--- src/rtl/mem_port_arbiter.sv ---
// mem_port_arbiter: shares one single-port, fixed-latency memory between the
// instruction fetch port and the MEM-stage data port. One access is in flight
// at a time; data requests win over fetches. The arbiter returns registered
// read data with a one-cycle ready pulse, and it raises pipeline stalls until
// the access completes.
module mem_port_arbiter #(
    parameter int MEM_LAT = 2,
    parameter int CNT_W   = 4
) (
    input  logic        clk,
    input  logic        rst,
    input  logic        if_req,
    input  logic [31:0] if_addr,
    output logic [31:0] if_rdata,
    output logic        if_ready,
    input  logic        d_read,
    input  logic        d_write,
    input  logic [31:0] d_addr,
    input  logic [31:0] d_wdata,
    output logic [31:0] d_rdata,
    output logic        d_ready,
    output logic        mem_en,
    output logic        mem_we,
    output logic [31:0] mem_addr,
    output logic [31:0] mem_wdata,
    input  logic [31:0] mem_rdata,
    output logic        stall_if,
    output logic        stall_pipe
);

    typedef enum logic [1:0] {
        IDLE   = 2'd0,
        BUSY_D = 2'd1,
        BUSY_I = 2'd2
    } state_t;

    localparam logic [CNT_W-1:0] CNT_LOAD = CNT_W'(MEM_LAT);
    localparam logic [CNT_W-1:0] CNT_ONE  = CNT_W'(1);
    localparam logic [CNT_W-1:0] CNT_ZERO = {CNT_W{1'b0}};

    state_t           state_r;
    state_t           state_s;
    logic [CNT_W-1:0] cnt_r;
    logic [CNT_W-1:0] cnt_s;
    logic             acc_we_r;
    logic             d_req_s;
    logic             grant_d_s;
    logic             grant_i_s;
    logic             done_s;

    assign d_req_s    = d_read | d_write;
    // A port keeps the pipeline frozen until its ready pulse arrives.
    assign stall_pipe = d_req_s & ~d_ready;
    assign stall_if   = stall_pipe | (if_req & ~if_ready);

    // Next-state logic: grant in IDLE, then count down the memory latency in BUSY.
    always_comb begin
        state_s   = state_r;
        cnt_s     = cnt_r;
        grant_d_s = 1'b0;
        grant_i_s = 1'b0;
        done_s    = 1'b0;
        case (state_r)
            IDLE: begin
                // A port whose ready pulse is high still holds its old request,
                // so that port is skipped in this cycle.
                if (d_req_s && !d_ready) begin
                    grant_d_s = 1'b1;
                    state_s   = BUSY_D;
                    cnt_s     = CNT_LOAD;
                end else if (if_req && !if_ready) begin
                    grant_i_s = 1'b1;
                    state_s   = BUSY_I;
                    cnt_s     = CNT_LOAD;
                end else begin
                    state_s   = IDLE;
                end
            end
            BUSY_D, BUSY_I: begin
                if (cnt_r == CNT_ZERO) begin
                    done_s  = 1'b1;
                    state_s = IDLE;
                end else begin
                    cnt_s   = cnt_r - CNT_ONE;
                end
            end
            default: begin
                state_s = IDLE;
                cnt_s   = CNT_ZERO;
            end
        endcase
    end

    // State and latency counter registers.
    always_ff @(posedge clk) begin
        if (rst) begin
            state_r <= IDLE;
            cnt_r   <= CNT_ZERO;
        end else begin
            state_r <= state_s;
            cnt_r   <= cnt_s;
        end
    end

    // Memory command registers: launch one strobe cycle per granted access.
    always_ff @(posedge clk) begin
        if (rst) begin
            mem_en    <= 1'b0;
            mem_we    <= 1'b0;
            mem_addr  <= 32'h0000_0000;
            mem_wdata <= 32'h0000_0000;
            acc_we_r  <= 1'b0;
        end else begin
            mem_en <= grant_d_s | grant_i_s;
            if (grant_d_s) begin
                // Read and write both high is treated as a write.
                mem_we    <= d_write;
                mem_addr  <= d_addr;
                mem_wdata <= d_wdata;
                acc_we_r  <= d_write;
            end else if (grant_i_s) begin
                mem_we    <= 1'b0;
                mem_addr  <= if_addr;
                acc_we_r  <= 1'b0;
            end else begin
                mem_we    <= 1'b0;
            end
        end
    end

    // Completion registers: capture the returned word and pulse the matching ready.
    always_ff @(posedge clk) begin
        if (rst) begin
            if_ready <= 1'b0;
            d_ready  <= 1'b0;
            if_rdata <= 32'h0000_0000;
            d_rdata  <= 32'h0000_0000;
        end else begin
            if_ready <= done_s & (state_r == BUSY_I);
            d_ready  <= done_s & (state_r == BUSY_D);
            if (done_s && (state_r == BUSY_I)) begin
                if_rdata <= mem_rdata;
            end
            if (done_s && (state_r == BUSY_D) && !acc_we_r) begin
                d_rdata <= mem_rdata;
            end
        end
    end

endmodule

--- config.mk ---
export PLATFORM = sky130hd
export DESIGN_NAME = mem_port_arbiter
export DESIGN_NICKNAME = d
export VERILOG_FILES = /design/src/rtl/mem_port_arbiter.sv
export SDC_FILE = /design/constraint.sdc
export NUM_CORES = 1
export LEC_CHECK = 0
export BUFFER_PORTS_ARGS = -buffer_cell sky130_fd_sc_hd__buf_2
export CORE_MARGIN = 1
export CORE_UTILIZATION = 40
export DETAILED_ROUTE_END_ITERATION = 12
export GPL_TIMING_DRIVEN = 0
export PLACE_DENSITY = 0.7
export SYNTH_ARGS = -nofsm -noshare
export SYNTH_HDL_FRONTEND = slang
export SYNTH_SLANG_ARGS = --single-unit
--- constraint.sdc ---
create_clock -name clk -period 5.3 [get_ports clk]
set_clock_uncertainty 0.05 [all_clocks]
set_input_delay 0.53 -clock clk [delete_from_list [all_inputs] [get_ports clk]]
set_output_delay 0.53 -clock clk [all_outputs]
set_load 0.01 [all_outputs]
## Yosys cells after proc, flatten, opt, wreduce, memory -nomap -nowiden

Cells that the tools add are included.

| cells by class | value |
|---|---|
| add/subtract/negate cells | 1 |
| eq/ne operators | 5 |
| reduce and logical (&&, ||, !) cells | 14 |
| bitwise operators | 10 |
| mux-type cells | 19 |

Operators with widths:

| kind | count |
|---|---|
| $mux 32 | 2 |
| $mux 4 | 3 |
| $mux 1 | 9 |
| $pmux 4 s2 | 1 |
| $mux 2 | 3 |
| $logic_and 1x1->1 | 5 |
| $and 1x1->1 | 4 |
| $logic_not 4->1 | 1 |
| $ne 2x2->1 const B | 2 |
| $pmux 2 s2 | 1 |
| $reduce_or 2->1 | 2 |
| $sub 4x1->4 const B | 1 |
| $logic_not 1->1 | 3 |
| $ne 3x3->1 const B | 1 |
| $not 1->1 | 3 |
| $or 1x1->1 | 3 |
| $eq 2x1->1 const B | 1 |
| $eq 2x2->1 const B | 1 |
| $logic_not 2->1 | 1 |
| $reduce_and 2->1 | 1 |
| $reduce_bool 2->1 | 1 |

| storage, ports and cells | value |
|---|---|
| output and inout bits | 134 |
| logic and storage cells | 60 |
| bits in registers | 139 |

## Depth between registers and ports, before layout

Gate-level depths: netlist of run 1.

| depth | value |
|---|---|
| word-level depth | 7 |
| depth in mapped cells | 8 |
| gate-level depth less buffers | 5 |

## Worst setup path after synthesis of run 1

No wires, ideal clock.

| path | value |
|---|---|
| kind | register -> register |
| start point | register state_r[0] |
| end point | register cnt_r[1] |
| arrival time | 1674 ps |
| period minus slack after synthesis | 1796 ps |
| setup slack | 3504 ps |
| cell stages (with the launch flop) | 8 |
| setup time | 72 ps |
| data required time | 5178 ps |
| path through | dfxtp_1 -> inv_1 -> ha_1 -> buf_2 -> and4bb_2 -> buf_2 -> a31oi_1 -> mux2i_1 |

| between the ends | value |
|---|---|
| cells in the longest elaborated chain, start to end | 4 |

Ends and longest elaborated chain:

| element | RTL line | text |
|---|---|---|
| from (decl) | 41 | `state_t state_r;` |
| from (signal assigned) | 100 | `state_r <= state_s;` |
| $eq 2x2->1 / $eq 2x1->1 (equally long branches) | 63 | `case (state_r)` |
| $reduce_or 2->1 | 63 |  |
| $ne 2x2->1 (no source line) | - |  |
| $reduce_and 2->1 (no source line) | - |  |
| to (signal assigned) | 101 | `cnt_r <= cnt_s;` |
| to (decl) | 43 | `logic [CNT_W-1:0] cnt_r;` |

Parallel ways exist; a longest one is shown, timed or not.
A chain may end at the register's enable or synchronous reset.

## Final worst setup path of run 1

| path | value |
|---|---|
| start point | register d_ready |
| end point | output stall_pipe |

| between the ends | value |
|---|---|
| cells in the longest elaborated chain, start to end | 2 |

Ends and longest elaborated chain:

| element | RTL line | text |
|---|---|---|
| from (decl) | 21 | `output logic d_ready,` |
| from (signal assigned) | 140 | `d_ready <= done_s & (state_r == BUSY_D);` |
| $not 1->1 | 53 | `assign stall_pipe = d_req_s & ~d_ready;` |
| $and 1x1->1 | 53 |  |
| to (decl) | 28 | `output logic stall_pipe` |

Every way passes these cells.

==> metrics, run 1 <==
status=finished, final reports clean; Slowest Stage Delay on Critical Path=380 ps; post-synth top area share=47.4%; hold crit path type=input pin to register; CTS clk-pin slew, worst paths=60 ps; via count=6701; top cells by area, synth=dfxtp_1 47%, nand3_1 11%, o21ai_0 11%; fillcell total=1372; maximum fanout along the worst path=10; Post-CTS Setup Bufs=0; syn_area_per_cell=8.34 um^2; WL met3=1.47 mm; antenna violations before repair=1; actual slew at the worst max-slew pin=690 ps; critical-path cell list=o21bai_2, inv_2, clkbuf_1, buf_2; layout cell share with drive strength beyond 1=32.8%; ANT nets after route=0; number of synthesized register bits=139; I/O Buffers=265; critical path startpoint category=register; Die H=123 um; H-tree depth=4; YS warnings=0; # setup viols final=0; drc violations=0; Layout Utilization=57.0%; period utilization=47.0%; worst r2r src=state_r[0]; Synth cell types=40; Cells after Synth=704; PnR worst setup slack=2810 ps; Vias/cell=5.67; Slew headroom=54.0%; Max Clk Rate=0.401 GHz; Syn Nets=843; most instantiated library cell after synthesis=dfxtp_1; Post-synth EDFFs=0; critical path type=register to output pin; Synth async-reset ratio=0%; Overflow after GRT=0; CTS tree=yes; worst-skew pair later-pin latency=420 ps; launch point of the worst path=d_ready; First-pass DRT Iterations=4; kind of end point of the critical path=output pin; Placed Cells=1149; PostCTS Resize Cnt=0; Commonest cells post-synth=139 x dfxtp_1, 131 x nand3_1, 126 x o21ai_0; Final #Nets=1127; RSZ-0062 raised after global routing=false; CP arrival=1910 ps; DR top layer=met4; core area=0.0141 mm^2; CP Data Required Time=4720 ps; CTS Root Cell=clkbuf_16; pin count of the biggest net entering global routing=17; Num CTS Buffers=17; Pwr Total=3.46 mW; number of max-cap violations=0; max-slew violation count=0; Slowest-stage cell, CP=clkbuf_1; standard-cell row count=43; Synth area leader=dfxtp_1; M1 WL=8.99 mm; final RePlAce weighted congestion=0.833; final hold violations=0; DP HPWL=14.8 mm; WL/cell=17.4 um; hold buffers post-CTS=0; post-route insts no fill=1181; area delta synth->final=36.9%; Peak VDD IR=0.214 mV; Max Root-Sink Buffers=2; initial core utilization=41.6%; Die W=123 um; worst hold start=d_wdata[22]; cell area after synthesis=0.00587 mm^2; Most used DFF post-synth=dfxtp_1; Total Wirelength=20.5 mm; setup TNS=0 ps; power per cell area=431 mW/mm^2; register area share after synthesis=47.4%; die area=0.0152 mm^2; Post-DP Area=0.00742 mm^2; GRT Total Usage=26.5%; WL met2=9.52 mm; post-route cell area=0.00803 mm^2; vias in the first global route=6286; TritonCTS Sinks=139; Leak=3.41 nW; first-pass GRT wire length=31.1 mm; Worst Hold Slack=302 ps; Period minus WS final=2490 ps; Ports=267; DR iter-0 viols=517; DP Worst Slack=2960 ps
[power by group]
part	total (mW)	internal (mW)	switching, mW
clock network	1.23	0.775	0.460
logic	0.987	0.341	0.645
registers	1.24	1.17	0.0665
total	3.46	2.29	1.17
[placed cells by master, fill, tap and decap left out, types with 2 or more instances in the layout]
cell       synthesis  final
clkbuf_8           0      3
nor2_1             2      2
nand2b_1           6      6
o211ai_1           2      2
buf_2             22    287
bufinv_16          0      3
ha_1               6      6
dfxtp_1          139    139
buf_1              3      3
nor3b_1            3      3
clkinv_4           0      2
inv_2              2      2
clkbuf_1          60     61
nand3_1          131    131
clkinv_2           0      3
nor2b_1            3      3
a311oi_1          33     33
a21oi_1           99     99
nand2_1            2      2
buf_4              3      3
o21ai_0          126    126
a211oi_1          32     32
inv_1              7      7
o21ai_1            3      3
clkbuf_16          0     17
[worst max-delay path: cells and delay by family (launching register included)]
kind / cells / cell delay (ps)
AO/OA/AOI/OAI: 1 / 320
buffers and inverters: 3 / 850
flip-flops: 1 / 330
[layout make-up]
type / instances / area, um^2 / share of cell area [%]
Sequential cell: 139 / 2780 / 34.6
Multi-Input combinational cell: 468 / 2680 / 33.4
Timing Repair Buffer: 265 / 1330 / 16.5
Clock buffer: 21 / 470 / 5.86
Buffer: 88 / 369 / 4.60
Tap cell: 180 / 225 / 2.80
Clock inverter: 10 / 139 / 1.73
Inverter: 9 / 33.8 / 0.421
Antenna cell: 1 / 2.50 / 0.0312
[routing by layer]
layer / GRT usage [%] / vias up
met3: 6.55 / 40
met1: 33.5 / 3209
met5: 0 / -
met2: 42.2 / 270
li1: - / 3182
met4: 13.0 / 0
[worst paths after layout]
kind | cells after the start | endpoint | slack (ps)
max | 4 | stall_pipe | 2810
min | 3 | mem_wdata[22] | 300
max reg2reg | 8 | if_rdata[1] | 3180
min reg2reg | 2 | if_rdata[20] | 420
[logic make-up (layout without fill, tap and decap cells)]
| kind of cell | after synthesis | count (layout) | synth area share, % |
|---|---|---|---|
| compound gates | 303 | 303 | 30.0 |
| fa+ha+maj | 6 | 6 | 1.28 |
| buf+inv | 97 | 393 | 6.86 |
| flops | 139 | 139 | 47.4 |
| mux | 1 | 1 | 0.171 |
| other cells | 0 | 1 | 0 |
| simple gates | 158 | 158 | 14.2 |
[state kept, by name, indices dropped and copies added (netlist names)]
| register | cells |
|---|---|
| state_r | 2 |
| d_ready | 1 |
| if_rdata | 32 |
| acc_we_r | 1 |
| cnt_r | 4 |
| if_ready | 1 |
| mem_en | 1 |
| mem_we | 1 |
| mem_wdata | 32 |
| d_rdata | 32 |
| mem_addr | 32 |
Note: power is estimated with default switching activity, not from simulation.
==> run 2, diff against run 1 <==
Settings changed: PLACE_DENSITY 0.7 to 0.73.
Clock period 5.3 ns to 2.15 ns, I/O delays scaled along.
==> run 2 against run 1 <==
Net effect: critical path depth up 3; via count is 4.0% higher; combinational power grew to 2.6 times the previous value; worst setup slack got worse by 2700 ps; final cell count grew 3.7%; sequential power is 150% higher; first-iteration DRC count is 13% higher; count of clock-buffer cells in the layout did not move; critical path type is now register to register; critical endpoint is now cnt_r[1].
==> metrics, run 2 (same netlist as run 1, synthesis figures left out) <==
status=finished, final reports clean; Sequential Power Share=37.0%; kind of end point of the critical path=register; core area=0.0141 mm^2; DR iter-0 viols=585; most common cell after layout, fill and taps aside=buf_2; Die H=123 um; clock share of power=32.3%; Slew headroom=53.5%; Leak=3.58 nW; Max Clk Rate=0.486 GHz; CP Data Required Time=2450 ps; Ports=267; Die W=123 um; via count=6968; pin count of the biggest net entering global routing=20; Placed Cells=1149; CTS clk-pin slew, worst paths=60 ps; CTS Root Cell=clkbuf_16; period utilization=95.7%; Final #Nets=1170; ANT nets after route=0; Peak VDD IR=0.926 mV; Overflow after GRT=0; drc violations=0; Max Root-Sink Buffers=2; worst-skew pair later-pin latency=420 ps; Vias/cell=5.69; vias in the first global route=6505; power per cell area=979 mW/mm^2; setup TNS=0 ps; Total Wirelength=21.2 mm; area delta synth->final=43.3%; First-pass DRT Iterations=6; CP arrival=2360 ps; DP HPWL=14.7 mm; Int Power=5.32 mW; post-route insts no fill=1225; final hold violations=0; actual slew at the worst max-slew pin=697 ps; layout cell share with drive strength beyond 1=32.4%; number of max-cap violations=0; Period minus WS final=2060 ps; Psw=2.91 mW; critical path startpoint category=register; standard-cell row count=43; hold crit path type=input pin to register; max-slew violation count=0; Num CTS Buffers=17; die area=0.0152 mm^2; # setup viols final=0; critical path type=register to register; switch share=35.3%; TritonCTS Sinks=139; most frequent cells in the layout=286 x buf_2, 139 x dfxtp_1, 131 x nand3_1; Worst Hold Slack=10.6 ps; post-route cell area=0.00841 mm^2; I/O Buffers=265; WL/cell=17.3 um; CTS tree=yes; initial core utilization=41.6%; first-pass GRT wire length=32.3 mm; RSZ-0062 raised after global routing=false; Post-DP Area=0.00742 mm^2; antenna violations before repair=1; final RePlAce weighted congestion=0.855; H-tree depth=4; GRT Total Usage=27.5%; Combinational Power Share=30.7%; maximum fanout along the worst path=10
-- run 2: changes by cell type in the layout (fill, tap and decap cells not counted) --
cell / change
clkinv_2: +2
clkinvlp_4: +3
bufinv_16: -3
dlygate4sd3_1: +44
clkbuf_2: +10
clkbuf_1: -9
buf_1: -1
inv_6: -1
buf_2: -1
buf_4: +1
clkbuf_8: -1
-- run 2: cell type report --
| type | instances | area, um^2 |
|---|---|---|
| fillers | 1316 | 5690 |
| flip-flops and latches | 139 | 2780 |
| multi-input cells | 468 | 2680 |
| repair buffers | 309 | 1770 |
| clock buffers | 21 | 460 |
| plain buffers | 87 | 380 |
| well taps | 180 | 225 |
| clock inverters | 11 | 72.6 |
| inverters | 9 | 33.8 |
| diodes | 1 | 2.50 |
-- run 2: stage by stage --
stage	worst slack (ps)	power [mW]	utilization [%]
after detailed placement	55.5	5.50	52.6
after global placement	88.5	5.47	52.6
after CTS	31.8	8.19	59.5
after floorplan	354	4.58	-
final	92.5	8.23	59.6
after global routing	17.8	8.64	59.6
-- run 2: path summary, 6_finish.rpt --
path | from | endpoint | slack (ps) | cells past startpoint
worst min-delay path | mem_rdata[18] | d_rdata[18] | 10 | 3
worst max-delay path | state_r[0] | cnt_r[1] | 90 | 7
worst min register to register | if_rdata[4] | if_rdata[4] | 420 | 2
worst max register to register | state_r[0] | cnt_r[1] | 90 | 7
-- run 2: per-layer routing --
layer | GRT usage (%) | wire length (um) | vias to the layer above
li1 | - | - | 3269
met1 | 34.3 | 8960 | 3321
met2 | 44.1 | 10000 | 320
met3 | 7.75 | 1600 | 58
met4 | 11.9 | 629 | 0
met5 | 0 | 0 | -
-- run 2: power by group through the flow --
stage	Combinational, mW	Sequential (mW)	Clock (mW)
final	2.53	3.05	2.65
after global routing	2.76	3.08	2.81
after CTS	2.47	3.04	2.67
after detailed placement	2.40	3.10	0
after global placement	2.38	3.09	0
after floorplan	1.37	3.22	0
-- run 2: repair_timing --
action / in CTS / in global routing
hold endpoints to repair: 51 / 0
resized for setup: 0 / 21
setup buffers: 0 / 0
hold buffers: 44 / 0
cloned: 0 / 0
setup endpoints to repair: 1 / 108
-- run 2: critical path, cell delays in order (launching register included) --
cell      delay, ps
dfxtp_1         390
inv_1            80
ha_1            280
buf_2           170
and4bb_2        280
buf_4           200
a31oi_1         340
mux2i_1         210
==> run 3, diff against run 2 <==
Settings changed: SETUP_SLACK_MARGIN set to 0.4.
==> run 3 against run 2 <==
Net effect: sequential share of layout area fell by 1.6 points; register-to-register slack improved by 320 ps; global-route usage rose by 0.68 points.
==> metrics, run 3 (same netlist as run 1, synthesis figures left out) <==
status=finished, final reports clean; CTS tree=yes; Slew headroom=50.2%; area delta synth->final=50.8%; Leak=3.76 nW; Num CTS Buffers=17; # setup viols final=0; Total Wirelength=22.0 mm; RSZ-0062 raised after global routing=true; DR iter-0 viols=494; ANT nets after route=0; Sequential Power Share=34.2%; critical path type=register to register; WL/cell=18.0 um; GRT Total Usage=28.2%; PnR worst setup slack=412 ps; max-slew violation count=0; Register-to-Register Path Depth=7; Die H=123 um; core area=0.0141 mm^2; Max Clk Rate=0.575 GHz; number of max-cap violations=0; first-pass GRT wire length=33.1 mm; First-pass DRT Iterations=6; most frequent cells in the layout=279 x buf_2, 137 x dfxtp_1, 127 x nand3_1; standard-cell row count=43; CTS clk-pin slew, worst paths=60 ps; I/O Buffers=265; Vias/cell=5.74; via count=7006; initial core utilization=41.6%; R2R setup slack=410 ps; Psw=3.10 mW; Final #Nets=1168; worst hold endpoint=if_rdata[31]; Int Power=5.88 mW; power per cell area=1010 mW/mm^2; pin count of the biggest net entering global routing=17; Period minus WS final=1740 ps; post-route cell area=0.00885 mm^2; vias in the first global route=6473; final RePlAce weighted congestion=0.839; kind of end point of the critical path=register; DP HPWL=14.9 mm; Hold Path Depth=3; Die W=123 um; worst-skew pair later-pin latency=420 ps; antenna violations before repair=0; Post-DP Area=0.00743 mm^2; layout cell share with drive strength beyond 1=40.2%; die area=0.0152 mm^2; worst r2r src=state_r[1]; TritonCTS Sinks=139; actual slew at the worst max-slew pin=747 ps; drc violations=0; Ports=267; maximum fanout along the worst path=10; setup TNS=0 ps; period utilization=80.8%; Combinational Power Share=34.1%; critical path startpoint category=register; reg-to-reg critical path endpoint=d_rdata[16]; CTS Root Cell=clkbuf_16; CP Data Required Time=2380 ps; clock share of power=31.7%; final hold violations=0; CP arrival=1970 ps; switch share=34.6%; Overflow after GRT=0; DP Worst Slack=43.4 ps; Max Root-Sink Buffers=2; worst hold start=mem_rdata[31]; H-tree depth=4; most common cell after layout, fill and taps aside=buf_2; Layout Utilization=62.8%; hold crit path type=input pin to register; Peak VDD IR=0.741 mV
## run 3: changes by cell type in the layout (fill, tap and decap cells not counted), moves of 7 or more
cell	change
buf_4	+12
o21ai_0	-30
dlygate4sd3_1	-14
o21ai_1	+23
clkbuf_1	-22
buf_2	-7
a211oi_2	+20
a211oi_1	-21
clkbuf_2	+8
o21ai_2	+7
## run 3: layer usage
metal | GRT usage (%) | wire length [um] | vias to the layer above | part of all wire (%)
li1 | - | - | 3269 | -
met1 | 34.7 | 9100 | 3380 | 41
met2 | 46.2 | 10700 | 308 | 49
met3 | 7.20 | 1630 | 49 | 7.4
met4 | 12.5 | 609 | 0 | 2.8
met5 | 0 | 0 | - | 0
## run 3: power by group through the flow
stage | Clock [mW] | Combinational [mW] | Sequential (mW)
after floorplan | 0 | 1.37 | 3.22
after global placement | 0 | 2.39 | 3.09
after detailed placement | 0 | 2.41 | 3.10
after CTS | 2.86 | 2.73 | 3.05
after global routing | 2.99 | 3.29 | 3.10
final | 2.85 | 3.06 | 3.07
## run 3: layout make-up
cell class / instances / area (um^2)
Antenna cell: 1 / 2.50
Tap cell: 180 / 225
Inverter: 9 / 33.8
Multi-Input combinational cell: 468 / 2930
Sequential cell: 139 / 2790
Clock inverter: 11 / 120
Buffer: 88 / 566
Clock buffer: 19 / 443
Timing Repair Buffer: 306 / 1740
Fill cell: 1269 / 5250
## run 3: what timing repair did
action / CTS / global route
buffers inserted: 7 / 0
gates cloned: 2 / 2
hold buffers: 30 / 0
hold endpoints to repair: 30 / 0
endpoints found under the setup margin: 139 / 120
pin swaps: 6 / 8
resized for setup: 67 / 121
## run 3: how the worst max path moves through the flow
stage	endpoint	startpoint	cells after the start
after CTS	d_rdata[25]	state_r[1]	8
after global routing	d_rdata[28]	state_r[1]	8
after floorplan	cnt_r[1]	state_r[0]	7
after global placement	d_rdata[25]	state_r[1]	8
after detailed placement	d_rdata[25]	state_r[0]	8
final	d_rdata[16]	state_r[1]	7
## run 3: per-stage QoR
step | hold WS (ps) | instances | total power [mW]
2_1_floorplan | 313 | 704 | 4.59
3_3_place_gp | 408 | 1149 | 5.48
3_5_place_dp | 415 | 1149 | 5.50
4_1_cts | 0.0303 | 1218 | 8.64
5_1_grt | 5.25 | 1220 | 9.38
6_report | 7.63 | 1221 | 8.98
## run 3: worst max-delay path, stage by stage, from the launching register on
cell	delay, ps
dfxtp_2	350
inv_2	60
ha_4	250
buf_6	110
nand4bb_4	130
clkbuf_2	220
o21ai_0	320
a21oi_2	100
